--- src/rtl/pc_fetch.sv ---
// Instruction fetch stage: drives the ROM address and queues fetched
// words in a two-entry FIFO for decode, with flush/branch redirect.
module pc_fetch #(
   parameter logic [31:0] RESET_PC  = 32'h0000_0000,
   parameter int          BUF_DEPTH = 2
) (
   input  logic        clk,
   input  logic        rst,
   output logic        ce,
   output logic [31:0] pc,
   input  logic [31:0] inst_i,
   input  logic        flush,
   input  logic [31:0] new_pc,
   input  logic        branch_flag,
   input  logic [31:0] branch_target,
   output logic        if_valid,
   input  logic        id_ready,
   output logic [31:0] if_pc,
   output logic [31:0] if_inst
);

   logic        r_ce;
   logic [31:0] r_pc;
   logic [1:0]  r_cnt;
   logic        r_wp;
   logic        r_rp;
   logic [31:0] r_bpc  [BUF_DEPTH];
   logic [31:0] r_binst[BUF_DEPTH];

   logic        w_valid;
   logic        w_pop;
   logic        w_full;
   logic        w_issue;
   logic        w_redir;
   logic [31:0] w_target;
   logic [31:0] w_tgt_al;
   logic [1:0]  w_cnt_nxt;

   assign w_valid  = (r_cnt != 2'd0);
   assign w_pop    = w_valid & id_ready;
   assign w_full   = (r_cnt == 2'(BUF_DEPTH));
   assign w_issue  = r_ce & (~w_full | w_pop);
   assign w_redir  = flush | branch_flag;
   // flush wins over branch when both fire
   assign w_target = flush ? new_pc : branch_target;
   assign w_tgt_al = w_target & ~32'h3;

   always_comb begin
      w_cnt_nxt = r_cnt;
      unique case ({w_issue, w_pop})
         2'b10:   w_cnt_nxt = r_cnt + 2'd1;
         2'b01:   w_cnt_nxt = r_cnt - 2'd1;
         default: w_cnt_nxt = r_cnt;
      endcase
   end

   always_ff @(posedge clk or negedge rst) begin
      if (!rst) begin
         r_ce  <= 1'b0;
         r_pc  <= RESET_PC;
         r_cnt <= 2'd0;
         r_wp  <= 1'b0;
         r_rp  <= 1'b0;
      end else begin
         r_ce <= 1'b1;
         if (w_redir) begin
            r_pc  <= w_tgt_al;
            r_cnt <= 2'd0;
            r_wp  <= 1'b0;
            r_rp  <= 1'b0;
         end else begin
            r_cnt <= w_cnt_nxt;
            if (w_issue) begin
               r_pc <= r_pc + 32'd4;
               r_wp <= ~r_wp;
            end
            if (w_pop) begin
               r_rp <= ~r_rp;
            end
         end
      end
   end

   always_ff @(posedge clk or negedge rst) begin
      if (!rst) begin
         for (int i = 0; i < BUF_DEPTH; i++) begin
            r_bpc[i]   <= 32'd0;
            r_binst[i] <= 32'd0;
         end
      end else if (!w_redir && w_issue) begin
         r_bpc[r_wp]   <= r_pc;
         r_binst[r_wp] <= inst_i;
      end
   end

   assign ce       = r_ce;
   assign pc       = r_pc;
   assign if_valid = w_valid;
   assign if_pc    = w_valid ? r_bpc[r_rp]   : 32'd0;
   assign if_inst  = w_valid ? r_binst[r_rp] : 32'd0;

endmodule

--- config.mk ---
export PLATFORM = sky130hd
export DESIGN_NAME = pc_fetch
export DESIGN_NICKNAME = d
export VERILOG_FILES = /design/src/rtl/pc_fetch.sv
export SDC_FILE = /design/constraint.sdc
export NUM_CORES = 1
export LEC_CHECK = 0
export ABC_CLOCK_PERIOD_IN_PS = 2200
export BUFFER_PORTS_ARGS = -buffer_cell sky130_fd_sc_hd__buf_2
export CAP_MARGIN = 20
export CORE_MARGIN = 2
export CORE_UTILIZATION = 25
export DETAILED_ROUTE_END_ITERATION = 8
export SLEW_MARGIN = 25
export SYNTH_ARGS = -nofsm -noshare
export SYNTH_HDL_FRONTEND = slang
export SYNTH_SLANG_ARGS = --single-unit
--- constraint.sdc ---
create_clock -name clk -period 2.2 [get_ports clk]
set_input_delay 0.33 -clock clk [delete_from_list [all_inputs] [get_ports clk]]
set_output_delay 0.33 -clock clk [all_outputs]
set_load 0.1 [all_outputs]
==> metrics.log, run 1 <==
INFO  metric drc_marker_count_from_the_first_detailed_route_iteration = 292
INFO  metric multi_input_area = 3890 um^2
INFO  metric yosysWarnings = 0
INFO  metric clock_power_share = 0.303
INFO  metric intPower = 6.34 mW
INFO  metric ant_nets = 0
INFO  metric worst-setup-path-type = reg2out
INFO  metric nNetsFinal = 973
INFO  metric cts-buffers-inserted = 17
INFO  metric slew_viol_final = 0
INFO  metric grt_remaining_overflow = 0
INFO  metric vias_per_cell = 4.67
INFO  metric crit_required = 1.87 ns
INFO  metric share_of_synthesized_registers_carrying_an_async_set_or_reset = 1.00
INFO  metric switching_share = 0.362
INFO  metric die-height = 182 um
INFO  metric count_of_flip_flops_with_a_built_in_enable_after_synthesis = 0
INFO  metric htree_levels = 4
INFO  metric first_global_vias = 6029
INFO  metric cell_area_after_synthesis = 7920 um^2
INFO  metric synth_area_per_cell = 11.8 um^2
INFO  metric sequentialPowerShare = 0.390
INFO  metric grt_first_pass_wirelength = 34400 um
INFO  metric area_of_the_die = 33100 um^2
INFO  metric clk_root_buffer_cell = sky130_fd_sc_hd__clkbuf_16
INFO  metric critPathLaunchType = flip-flop
INFO  metric layout_worst_path_cycle_share = 0.976
INFO  metric initial_cell_density_of_the_core = 0.252
INFO  metric largest_net_degree_at_the_start_of_global_routing = 60
INFO  metric cts_buffer_depth = 2
INFO  metric dominantRegCellSynth = sky130_fd_sc_hd__dfrtp_1
INFO  metric synth_seq_cells = 159
INFO  metric grt_antenna_before_repair = 0
INFO  metric count_of_final_hold_check_violations = 0
INFO  metric outcome = complete, no violations
INFO  metric p_switching = 3.60 mW
INFO  metric maxSlewHeadroom = 0.648
INFO  metric routed_wirelength = 22300 um
INFO  metric finalClockSkew = 0.0161 ns
INFO  metric final_setup_fails = 0
INFO  metric critical_path.endpoint_type = output port
INFO  metric place.detailed.hpwl = 15200 um
INFO  metric detail_route.drc_violations = 0
INFO  metric post_synth_inst_count = 673
INFO  metric boundaryPins = 199
INFO  metric num_vias = 5999
INFO  metric dr.pass1.iters = 4
INFO  metric critical_path.max_fanout = 21
INFO  metric drv.max_cap_violation_count = 0
INFO  metric clock_insertion_delay_worst_skew = 0.43 ns
INFO  metric register_cell_area_after_layout = 4000 um^2
INFO  metric period_minus_slack = 2.15 ns
INFO  metric cts.sinks = 159
INFO  metric port-buffer-count = 190
INFO  metric design_power_total = 9.94 mW
INFO  metric layout.filler_cells = 3114
INFO  metric power_per_cell_area = 889 nW/um^2
INFO  metric yosysSeqAreaShare = 0.503
INFO  metric power_frac_comb = 0.307
INFO  metric final_layout_size_suffix_gt1_frac = 0.475
INFO  metric rows = 65
INFO  metric core-area = 31400 um^2
INFO  metric arrival = 1.82 ns
INFO  metric n_antenna_cell = 0
INFO  metric postPlaceCellArea = 10500 um^2
INFO  metric floorplan.die.width = 182 um
INFO  metric post-route-cell-area = 11200 um^2
INFO  metric max_slew.worst_pin.slew = 0.532 ns
INFO  metric place_congestion = 0.732
INFO  metric vdd.ir_drop.worst = 531 uV
INFO  metric tritoncts = yes
INFO  metric yosysUniqueCellTypes = 52
INFO  metric grt_util_all_layers = 0.135
INFO  metric grt_setup_unrepaired = true
INFO  metric hold_path_class = in2reg
INFO  metric fmax = 466 MHz
INFO  metric wl_per_cell = 17.3 um
INFO  metric total_leakage_power = 4.67 nW
INFO  metric area.growth.synth_to_final = 41.2%
INFO  metric path_clk_slew = 0.07 ns
area by class of cell:
cell class	count	share of cell area
clock buffers	20	0.0408
clock inverters	12	0.0120
inverters	4	0.00190
flip-flops and latches	159	0.358
repair buffers	223	0.195
multi-input cells	465	0.348
well taps	402	0.0450
critical path, cell delays in order (launching register included):
cell and delay (ns):
sky130_fd_sc_hd__dfrtp_1 0.38, sky130_fd_sc_hd__buf_4 0.15, sky130_fd_sc_hd__nor2_4 0.19, sky130_fd_sc_hd__bufbuf_16 0.40
sky130_fd_sc_hd__nor2_2 0.09, sky130_fd_sc_hd__buf_12 0.17
sequential cells by signal, summed over array words and instances, names as in the netlist:
register	cells
r_cnt	2
r_wp	1
pc	30
r_rp	1
r_binst	64
r_bpc	60
ce	1
what timing repair did:
action / 4_1_cts / 5_1_grt
hold endpoints to repair: 42 / 0
buffers inserted: 0 / 3
pin swaps: 0 / 1
hold buffers: 1 / 0
cloned: 1 / 1
setup endpoints to repair: 12 / 63
resized for setup: 8 / 11
cells in the final DEF (no fill, tap or decap), drive strengths merged, types with 2 or more instances in the layout:
master    instances
buf             218
dfrtp           159
mux2            124
nor2             72
mux2i            65
a21oi            23
clkbuf           23
nand2            21
nor2b            15
nand3            13
o21ai            12
a211oi           12
nand4            12
xor2             10
xnor2            10
a22oi             9
nor3              9
clkinvlp          6
o22ai             6
and3              5
a31oi             5
conb              5
inv               5
and4              4
and2              4
nor4              4
o221a             3
clkinv            3
nor3b             2
a2bb2oi           2
a22o              2
or3               2
o31ai             2
ha                2
bufinv            2
kinds of logic (layout without fill, tap and decap cells):
group / after synthesis / after routing / synth area share
simple gates: 166 / 166 / 0.106
flops: 159 / 159 / 0.503
mux: 189 / 189 / 0.259
fa+ha+maj: 2 / 2 / 0.00316
buf+inv: 52 / 259 / 0.0376
xor+xnor: 20 / 20 / 0.0221
other cells: 2 / 5 / 0.000949
compound gates: 83 / 83 / 0.0694
layer usage:
metal	track usage	vias up	wire, um
li1	-	2821	-
met1	0.184	2978	10700
met2	0.215	173	10300
met3	0.0269	27	884
met4	0.0435	0	407
met5	0	-	0
path summary, 6_finish.rpt:
| check | start | to | slack [ns] | depth (start not counted) |
|---|---|---|---|---|
| worst max-delay path | r_cnt[0] | if_pc[31] | 0.05 | 5 |
| worst min-delay path | new_pc[9] | pc[9] | 0.12 | 3 |
| worst max register to register | r_cnt[1] | pc[29] | 0.20 | 6 |
| worst min register to register | r_bpc[57] | r_bpc[57] | 0.48 | 1 |
| max in group asynchronous | rst | pc[2] | 1.11 | 3 |
| min in group asynchronous | rst | r_binst[14] | 0.40 | 2 |
cells in the mapped netlist, drive strengths merged (2+ instances only):
library cell	count	area [um^2]
dfrtp	159	3980
mux2	124	1400
nor2	72	270
mux2i	65	651
buf	29	209
a21oi	23	115
nand2	21	78.8
clkbuf	19	71.3
nor2b	15	93.8
nand3	13	70.1
a211oi	12	90.1
nand4	12	81.3
o21ai	12	60.1
xnor2	10	87.6
xor2	10	87.6
a22oi	9	67.6
nor3	9	56.3
o22ai	6	37.5
a31oi	5	31.3
and3	5	31.3
and2	4	25.0
and4	4	35.0
inv	4	17.5
nor4	4	46.3
o221a	3	33.8
a22o	2	17.5
a2bb2oi	2	17.5
conb	2	7.51
ha	2	25.0
nor3b	2	15.0
o31ai	2	15.0
or3	2	12.5
power by group through the flow:
| stage | Clock [mW] | Combinational (mW) | Sequential (mW) |
|---|---|---|---|
| after detailed placement | 0 | 3.03 | 3.94 |
| after floorplan | 0 | 1.75 | 4.28 |
| after global placement | 0 | 2.98 | 3.90 |
| after CTS | 3.11 | 3.06 | 3.88 |
| final | 3.01 | 3.05 | 3.88 |
| after global routing | 3.25 | 3.23 | 3.96 |
stage by stage:
stage | worst slack (ns) | cells | utilization | TNS (ns) | hold slack, ns
4_1_cts | -0.0456 | 1281 | 0.354 | -0.727 | 0.0935
3_5_place_dp | 0.0981 | 1247 | 0.333 | 0 | 0.281
5_1_grt | -0.00688 | 1285 | 0.356 | -0.0264 | 0.119
3_3_place_gp | 0.151 | 1247 | 0.333 | 0 | 0.279
6_report | 0.0527 | 1285 | 0.356 | 0 | 0.117
2_1_floorplan | -0.154 | 676 | - | -1.29 | 0.0344
Note: power is estimated with default switching activity, not from simulation.
==> inputs of run 2 (changes only) <==
Settings changed: REMOVE_ABC_BUFFERS set to 1, SETUP_SLACK_MARGIN set to 0.15.
==> metrics.log, run 2 (synthesized netlist as in run 1, its figures left out) <==
INFO  metric crit_required = 1.87 ns (about the same)
INFO  metric largest_net_degree_at_the_start_of_global_routing = 52 (-13%)
INFO  metric area.growth.synth_to_final = 43.1%
INFO  metric rows = 65 (unchanged)
INFO  metric nNetsFinal = 1005 (+3.3%)
INFO  metric detail_route.drc_violations = 0 (unchanged)
INFO  metric grt_remaining_overflow = 0 (unchanged)
INFO  metric cts.sinks = 159 (unchanged)
INFO  metric crit_top_cell = sky130_fd_sc_hd__buf_12
INFO  metric largest_register_ffs = 64 (unchanged)
INFO  metric pre_cts_slack = 0.109 ns (+0.0112 ns)
INFO  metric place_congestion = 0.761 (+3.9%)
INFO  metric ant_nets = 0 (unchanged)
INFO  metric final_setup_fails = 0 (unchanged)
INFO  metric drv.max_cap_violation_count = 0 (unchanged)
INFO  metric grt_antenna_before_repair = 0 (unchanged)
INFO  metric final_layout_size_suffix_gt1_frac = 0.444 (-0.0308)
INFO  metric vdd.ir_drop.worst = 406 uV (-24%)
INFO  metric finalSetupTns = 0 ns (unchanged)
INFO  metric design_power_total = 9.90 mW (-0.43%)
INFO  metric critical_path.max_fanout = 7 (-67%)
INFO  metric routed_wirelength = 24000 um (+7.9%)
INFO  metric period_minus_slack = 2.13 ns (-0.0154 ns)
INFO  metric place.detailed.hpwl = 16100 um (+5.5%)
INFO  metric drc_marker_count_from_the_first_detailed_route_iteration = 212 (-27%)
INFO  metric outcome = complete, no violations
INFO  metric cpMaxStageDelayCell = sky130_fd_sc_hd__dfrtp_4
INFO  metric commonest_non_fill_non_tap_cells_in_the_layout = sky130_fd_sc_hd__dfrtp_1 (157), sky130_fd_sc_hd__buf_2 (127), sky130_fd_sc_hd__mux2_2 (74)
INFO  metric finalWorstSetupSlack = 0.0681 ns (+0.0154 ns)
INFO  metric critPathLaunchType = flip-flop
INFO  metric first_global_vias = 6191 (+2.7%)
INFO  metric total_leakage_power = 4.90 nW (+5.0%)
INFO  metric cts-buffers-inserted = 17 (unchanged)
INFO  metric clk_root_buffer_cell = sky130_fd_sc_hd__clkbuf_16
INFO  metric worstPathCellList = buf_12, clkbuf_16, mux2i_1, nor2_1, buf_12
INFO  metric slew_viol_final = 0 (unchanged)
INFO  metric die-height = 182 um (unchanged)
INFO  metric switching_share = 0.378 (+0.0164)
INFO  metric grt_setup_unrepaired = true
INFO  metric area_of_the_die = 33100 um^2 (unchanged)
INFO  metric postPlaceCellArea = 10000 um^2 (-3.9%)
INFO  metric placed_cells_incl_taps = 1264 (+1.4%)
INFO  metric maxSlewHeadroom = 0.626 (-0.0220)
INFO  metric fin_util = 0.361 (+0.00466)
INFO  metric wl_per_cell = 18.3 um (+5.3%)
INFO  metric layout.filler_cells = 3126 (+0.39%)
INFO  metric p_switching = 3.74 mW (+4.1%)
INFO  metric n_antenna_cell = 0 (unchanged)
INFO  metric max_slew.worst_pin.slew = 0.562 ns (+0.0293 ns)
INFO  metric sequentialPowerShare = 0.390 (about the same)
INFO  metric worst-setup-path-type = reg2out
INFO  metric dr.pass1.iters = 5 (+1)
INFO  metric grt_util_all_layers = 0.145 (+0.0105)
INFO  metric critical_path.endpoint_type = output port
INFO  metric layout_worst_path_cycle_share = 0.969 (-0.00700)
INFO  metric tritoncts = yes
INFO  metric htree_levels = 4 (unchanged)
INFO  metric fmax = 469 MHz (+0.72%)
INFO  metric count_of_final_hold_check_violations = 0 (unchanged)
INFO  metric path_clk_slew = 0.08 ns (about the same)
INFO  metric tightest_hold_margin = 0.122 ns (+0.00450 ns)
INFO  metric mostFrequentLayoutCell = sky130_fd_sc_hd__dfrtp_1
INFO  metric port-buffer-count = 190 (unchanged)
INFO  metric boundaryPins = 199 (unchanged)
INFO  metric layout.cells.non_filler = 1317 (+2.5%)
INFO  metric core-area = 31400 um^2 (unchanged)
INFO  metric registers.top_by_ff_count = r_binst
INFO  metric arrival = 1.80 ns (-0.02 ns)
INFO  metric grt_first_pass_wirelength = 36500 um (+6.2%)
INFO  metric critical_path.max_stage_delay = 0.50 ns (+0.10 ns)
INFO  metric power_per_cell_area = 874 nW/um^2 (-1.7%)
INFO  metric post-route-cell-area = 11300 um^2 (+1.3%)
INFO  metric floorplan.die.width = 182 um (unchanged)
INFO  metric finalClockSkew = 0.0147 ns (-0.00134 ns)
INFO  metric hold_path_class = in2reg
INFO  metric initial_cell_density_of_the_core = 0.252 (unchanged)
INFO  metric num_vias = 6194 (+3.3%)
INFO  metric clock_power_share = 0.301 (-0.002)
INFO  metric power_frac_comb = 0.309 (+0.002)
INFO  metric clock_insertion_delay_worst_skew = 0.43 ns (about the same)
INFO  metric cts_buffer_depth = 2 (unchanged)
INFO  metric intPower = 6.15 mW (-3.0%)
INFO  metric vias_per_cell = 4.70 (+0.74%)
## run 2: cell count changes in the layout (fill, tap and decap cells not counted), sizes merged
cell	previous run	this run
buf	218	248
bufinv	2	0
clkbuf	23	22
clkinv	3	4
clkinvlp	6	0
inv	5	15
## run 2: worst paths after layout
check	cells after the start	to	startpoint	slack, ns
setup reg to reg	6	r_bpc[47]	r_cnt[1]	0.17
max in group asynchronous	3	r_bpc[51]	rst	1.08
min in group asynchronous	2	r_binst[56]	rst	0.44
hold reg to reg	1	r_binst[44]	r_binst[44]	0.48
hold / removal	3	pc[2]	new_pc[2]	0.12
setup / recovery	5	if_inst[19]	r_rp	0.07
## run 2: worst max-delay path: cells and delay by family (launching register included)
kind / cells / cell delay (ns)
AND/OR/NAND/NOR: 1 / 0.20
flip-flops: 1 / 0.50
multiplexers: 1 / 0.13
buffers and inverters: 3 / 0.53
## run 2: power by group through the flow
| stage | Sequential (mW) | Clock [mW] | Combinational, mW |
|---|---|---|---|
| floorplan | 4.29 | 0 | 1.58 |
| global placement | 3.88 | 0 | 2.82 |
| detailed placement | 3.91 | 0 | 2.86 |
| CTS | 3.85 | 3.09 | 3.01 |
| global route | 3.94 | 3.21 | 3.24 |
| finish | 3.86 | 2.98 | 3.06 |
## run 2: area by class of cell
class	count	area, um^2	area share
clock buffer	17	425	0.0375
clock inverter	15	160	0.0141
inverter	4	20.0	0.00177
multi-input combinational	465	3790	0.335
sequential	159	3980	0.352
tap	402	503	0.0444
timing repair buffer	255	2440	0.216
## run 2: per-layer routing
| metal | vias up | GRT usage | share of wire |
|---|---|---|---|
| met4 | 0 | 0.0323 | 0.0058 |
| met2 | 173 | 0.241 | 0.48 |
| met5 | - | 0 | 0 |
| met3 | 11 | 0.0363 | 0.049 |
| met1 | 3125 | 0.191 | 0.46 |
| li1 | 2885 | - | - |
## run 2: timing repair
action,CTS,global route
pin swaps,4,7
hold endpoints to repair,46,0
gates cloned,4,6
gates resized for setup,75,32
setup endpoints to repair,114,104
hold buffers,1,0
buffers inserted,7,3
==> inputs of run 3 (changes only) <==
Settings changed: CORE_MARGIN 2 to 5, SETUP_SLACK_MARGIN 0.15 to not set.
==> metrics.log, run 3 (synthesized netlist as in run 1, its figures left out) <==
INFO  metric commonest_non_fill_non_tap_cells_in_the_layout = sky130_fd_sc_hd__dfrtp_1 (158), sky130_fd_sc_hd__buf_2 (130), sky130_fd_sc_hd__mux2_2 (74)
INFO  metric worst-setup-path-type = reg2out
INFO  metric met2_usage = 0.205 (-0.0358)
INFO  metric grt.met1_usage = 0.170 (-0.0214)
INFO  metric first_global_vias = 6211 (+0.32%)
INFO  metric place.detailed.hpwl = 16400 um (+2.2%)
INFO  metric finalWorstSetupSlack = 0.0856 ns (+0.0175 ns)
INFO  metric largest_register_ffs = 64 (unchanged)
INFO  metric pre_cts_slack = 0.112 ns (+0.00242 ns)
INFO  metric place_congestion = 0.807 (+6.0%)
INFO  metric clock_insertion_delay_worst_skew = 0.42 ns (about the same)
INFO  metric drv.max_cap_violation_count = 0 (unchanged)
INFO  metric critPathLaunchType = flip-flop
INFO  metric path_clk_slew = 0.07 ns (about the same)
INFO  metric area.growth.synth_to_final = 37.2%
INFO  metric floorplan.die.width = 188 um (+3.3%)
INFO  metric post-route-cell-area = 10900 um^2 (-4.1%)
INFO  metric boundaryPins = 199 (unchanged)
INFO  metric layout_worst_path_cycle_share = 0.961 (-0.00794)
INFO  metric cts_buffer_depth = 2 (unchanged)
INFO  metric area_of_the_die = 35300 um^2 (+6.7%)
INFO  metric port-buffer-count = 190 (unchanged)
INFO  metric grt_util_all_layers = 0.126 (-0.0188)
INFO  metric cts.sinks = 159 (unchanged)
INFO  metric num_vias = 6022 (-2.8%)
INFO  metric critical_path.max_stage_delay = 0.54 ns (+0.04 ns)
INFO  metric routed_wirelength = 22400 um (-6.7%)
INFO  metric layout.filler_cells = 3130 (+0.13%)
INFO  metric grt_first_pass_wirelength = 35300 um (-3.4%)
INFO  metric period_minus_slack = 2.11 ns (-0.0175 ns)
INFO  metric registers.top_by_ff_count = r_binst
INFO  metric cpMaxStageDelayCell = sky130_fd_sc_hd__dfrtp_4
INFO  metric critical_path.max_fanout = 12 (+5)
INFO  metric detail_route.drc_violations = 0 (unchanged)
INFO  metric initial_cell_density_of_the_core = 0.252 (unchanged)
INFO  metric ant_nets = 0 (unchanged)
INFO  metric grtUsageMet3 = 0.0324 (-0.00391)
INFO  metric hold_path_class = in2reg
INFO  metric final_setup_fails = 0 (unchanged)
INFO  metric postPlaceCellArea = 10200 um^2 (+1.4%)
INFO  metric clk_root_buffer_cell = sky130_fd_sc_hd__clkbuf_16
INFO  metric wl_per_cell = 17.3 um (-5.4%)
INFO  metric total_leakage_power = 4.71 nW (-4.0%)
INFO  metric count_of_final_hold_check_violations = 0 (unchanged)
INFO  metric rows = 65 (unchanged)
INFO  metric htree_levels = 4 (unchanged)
INFO  metric grt_antenna_before_repair = 0 (unchanged)
INFO  metric drc_marker_count_from_the_first_detailed_route_iteration = 322 (+52%)
INFO  metric core-area = 31400 um^2 (unchanged)
INFO  metric grt_setup_unrepaired = false
INFO  metric cts-buffers-inserted = 17 (unchanged)
INFO  metric tritoncts = yes
INFO  metric global_route.peak_usage_layer = met2
INFO  metric max_slew.worst_pin.slew = 0.617 ns (+0.0551 ns)
INFO  metric dr.pass1.iters = 5 (unchanged)
INFO  metric critical_path.endpoint_type = output port
INFO  metric final_layout_size_suffix_gt1_frac = 0.398 (-0.0453)
INFO  metric slew_viol_final = 0 (unchanged)
INFO  metric grt_remaining_overflow = 0 (unchanged)
INFO  metric vdd.ir_drop.worst = 426 uV (+4.9%)
INFO  metric register_cell_area_after_layout = 3980 um^2 (about the same)
INFO  metric mostFrequentLayoutCell = sky130_fd_sc_hd__dfrtp_1
INFO  metric fmax = 473 MHz (+0.83%)
INFO  metric maxSlewHeadroom = 0.586 (-0.0392)
INFO  metric die-height = 188 um (+3.3%)
INFO  metric crit_required = 1.87 ns (about the same)
INFO  metric power_per_cell_area = 895 nW/um^2 (+2.5%)
INFO  metric finalClockSkew = 0.0143 ns (-0.000390 ns)
INFO  metric outcome = complete, no violations
INFO  metric vias_per_cell = 4.64 (-1.4%)
INFO  metric tightest_hold_margin = 0.114 ns (-0.00763 ns)
INFO  metric nNetsFinal = 987 (-1.8%)
INFO  metric worstPathCellList = buf_4, mux2i_1, nor2_1, buf_12
INFO  metric multi_input_area = 3680 um^2 (-3.0%)
INFO  metric arrival = 1.78 ns (-0.02 ns)
INFO  metric largest_net_degree_at_the_start_of_global_routing = 52 (unchanged)
## run 3: report_power, final
group | internal (mW) | total [mW] | switching (mW)
combinational | 1.03 | 2.91 | 1.89
clock | 1.69 | 2.97 | 1.29
sequential | 3.51 | 3.84 | 0.327
total | 6.23 | 9.72 | 3.50
## run 3: worst paths after layout
path | from | end | slack (ns) | cells past startpoint
worst min-delay path | new_pc[2] | pc[2] | 0.11 | 3
max in group asynchronous | rst | r_bpc[59] | 1.08 | 3
min in group asynchronous | rst | r_bpc[55] | 0.38 | 2
worst max-delay path | r_rp | if_pc[29] | 0.09 | 4
worst min register to register | r_bpc[27] | r_bpc[27] | 0.49 | 2
worst max register to register | pc[3] | pc[26] | 0.13 | 6
## run 3: area by class of cell
class                   instances  area share
diodes                          1    0.000230
clock inverters                14      0.0146
flip-flops and latches        159       0.367
multi-input cells             465       0.339
repair buffers                237       0.193
inverters                       4     0.00161
well taps                     402      0.0463
clock buffers                  17      0.0392
## run 3: what timing repair did
| action | in CTS | in global routing |
|---|---|---|
| buffers inserted | 1 | 0 |
| hold endpoints to repair | 36 | 0 |
| setup endpoints to repair | 51 | 9 |
| hold buffers | 1 | 0 |
| resized for setup | 12 | 10 |
## run 3: metrics by stage
step / total power [mW] / setup TNS, ns / instances / util
floorplan: 5.86 / -304.79 / 628 / -
global placement: 6.75 / 0 / 1265 / 0.325
detailed placement: 6.82 / 0 / 1265 / 0.325
CTS: 9.89 / 0 / 1298 / 0.345
global route: 10.2 / 0 / 1298 / 0.346
finish: 9.72 / 0 / 1299 / 0.346
## run 3: layer usage
layer	vias up	share of wire	wire, um
met5	-	0	0
met4	0	0.010	227
met3	18	0.060	1350
met2	185	0.47	10500
met1	2987	0.46	10400
li1	2832	-	-
## run 3: critical path, delay by kind of cell (launching register included)
kind / cells / cell delay [ns]
AND/OR/NAND/NOR: 1 / 0.22
flip-flops: 1 / 0.54
multiplexers: 1 / 0.14
buffers and inverters: 2 / 0.45
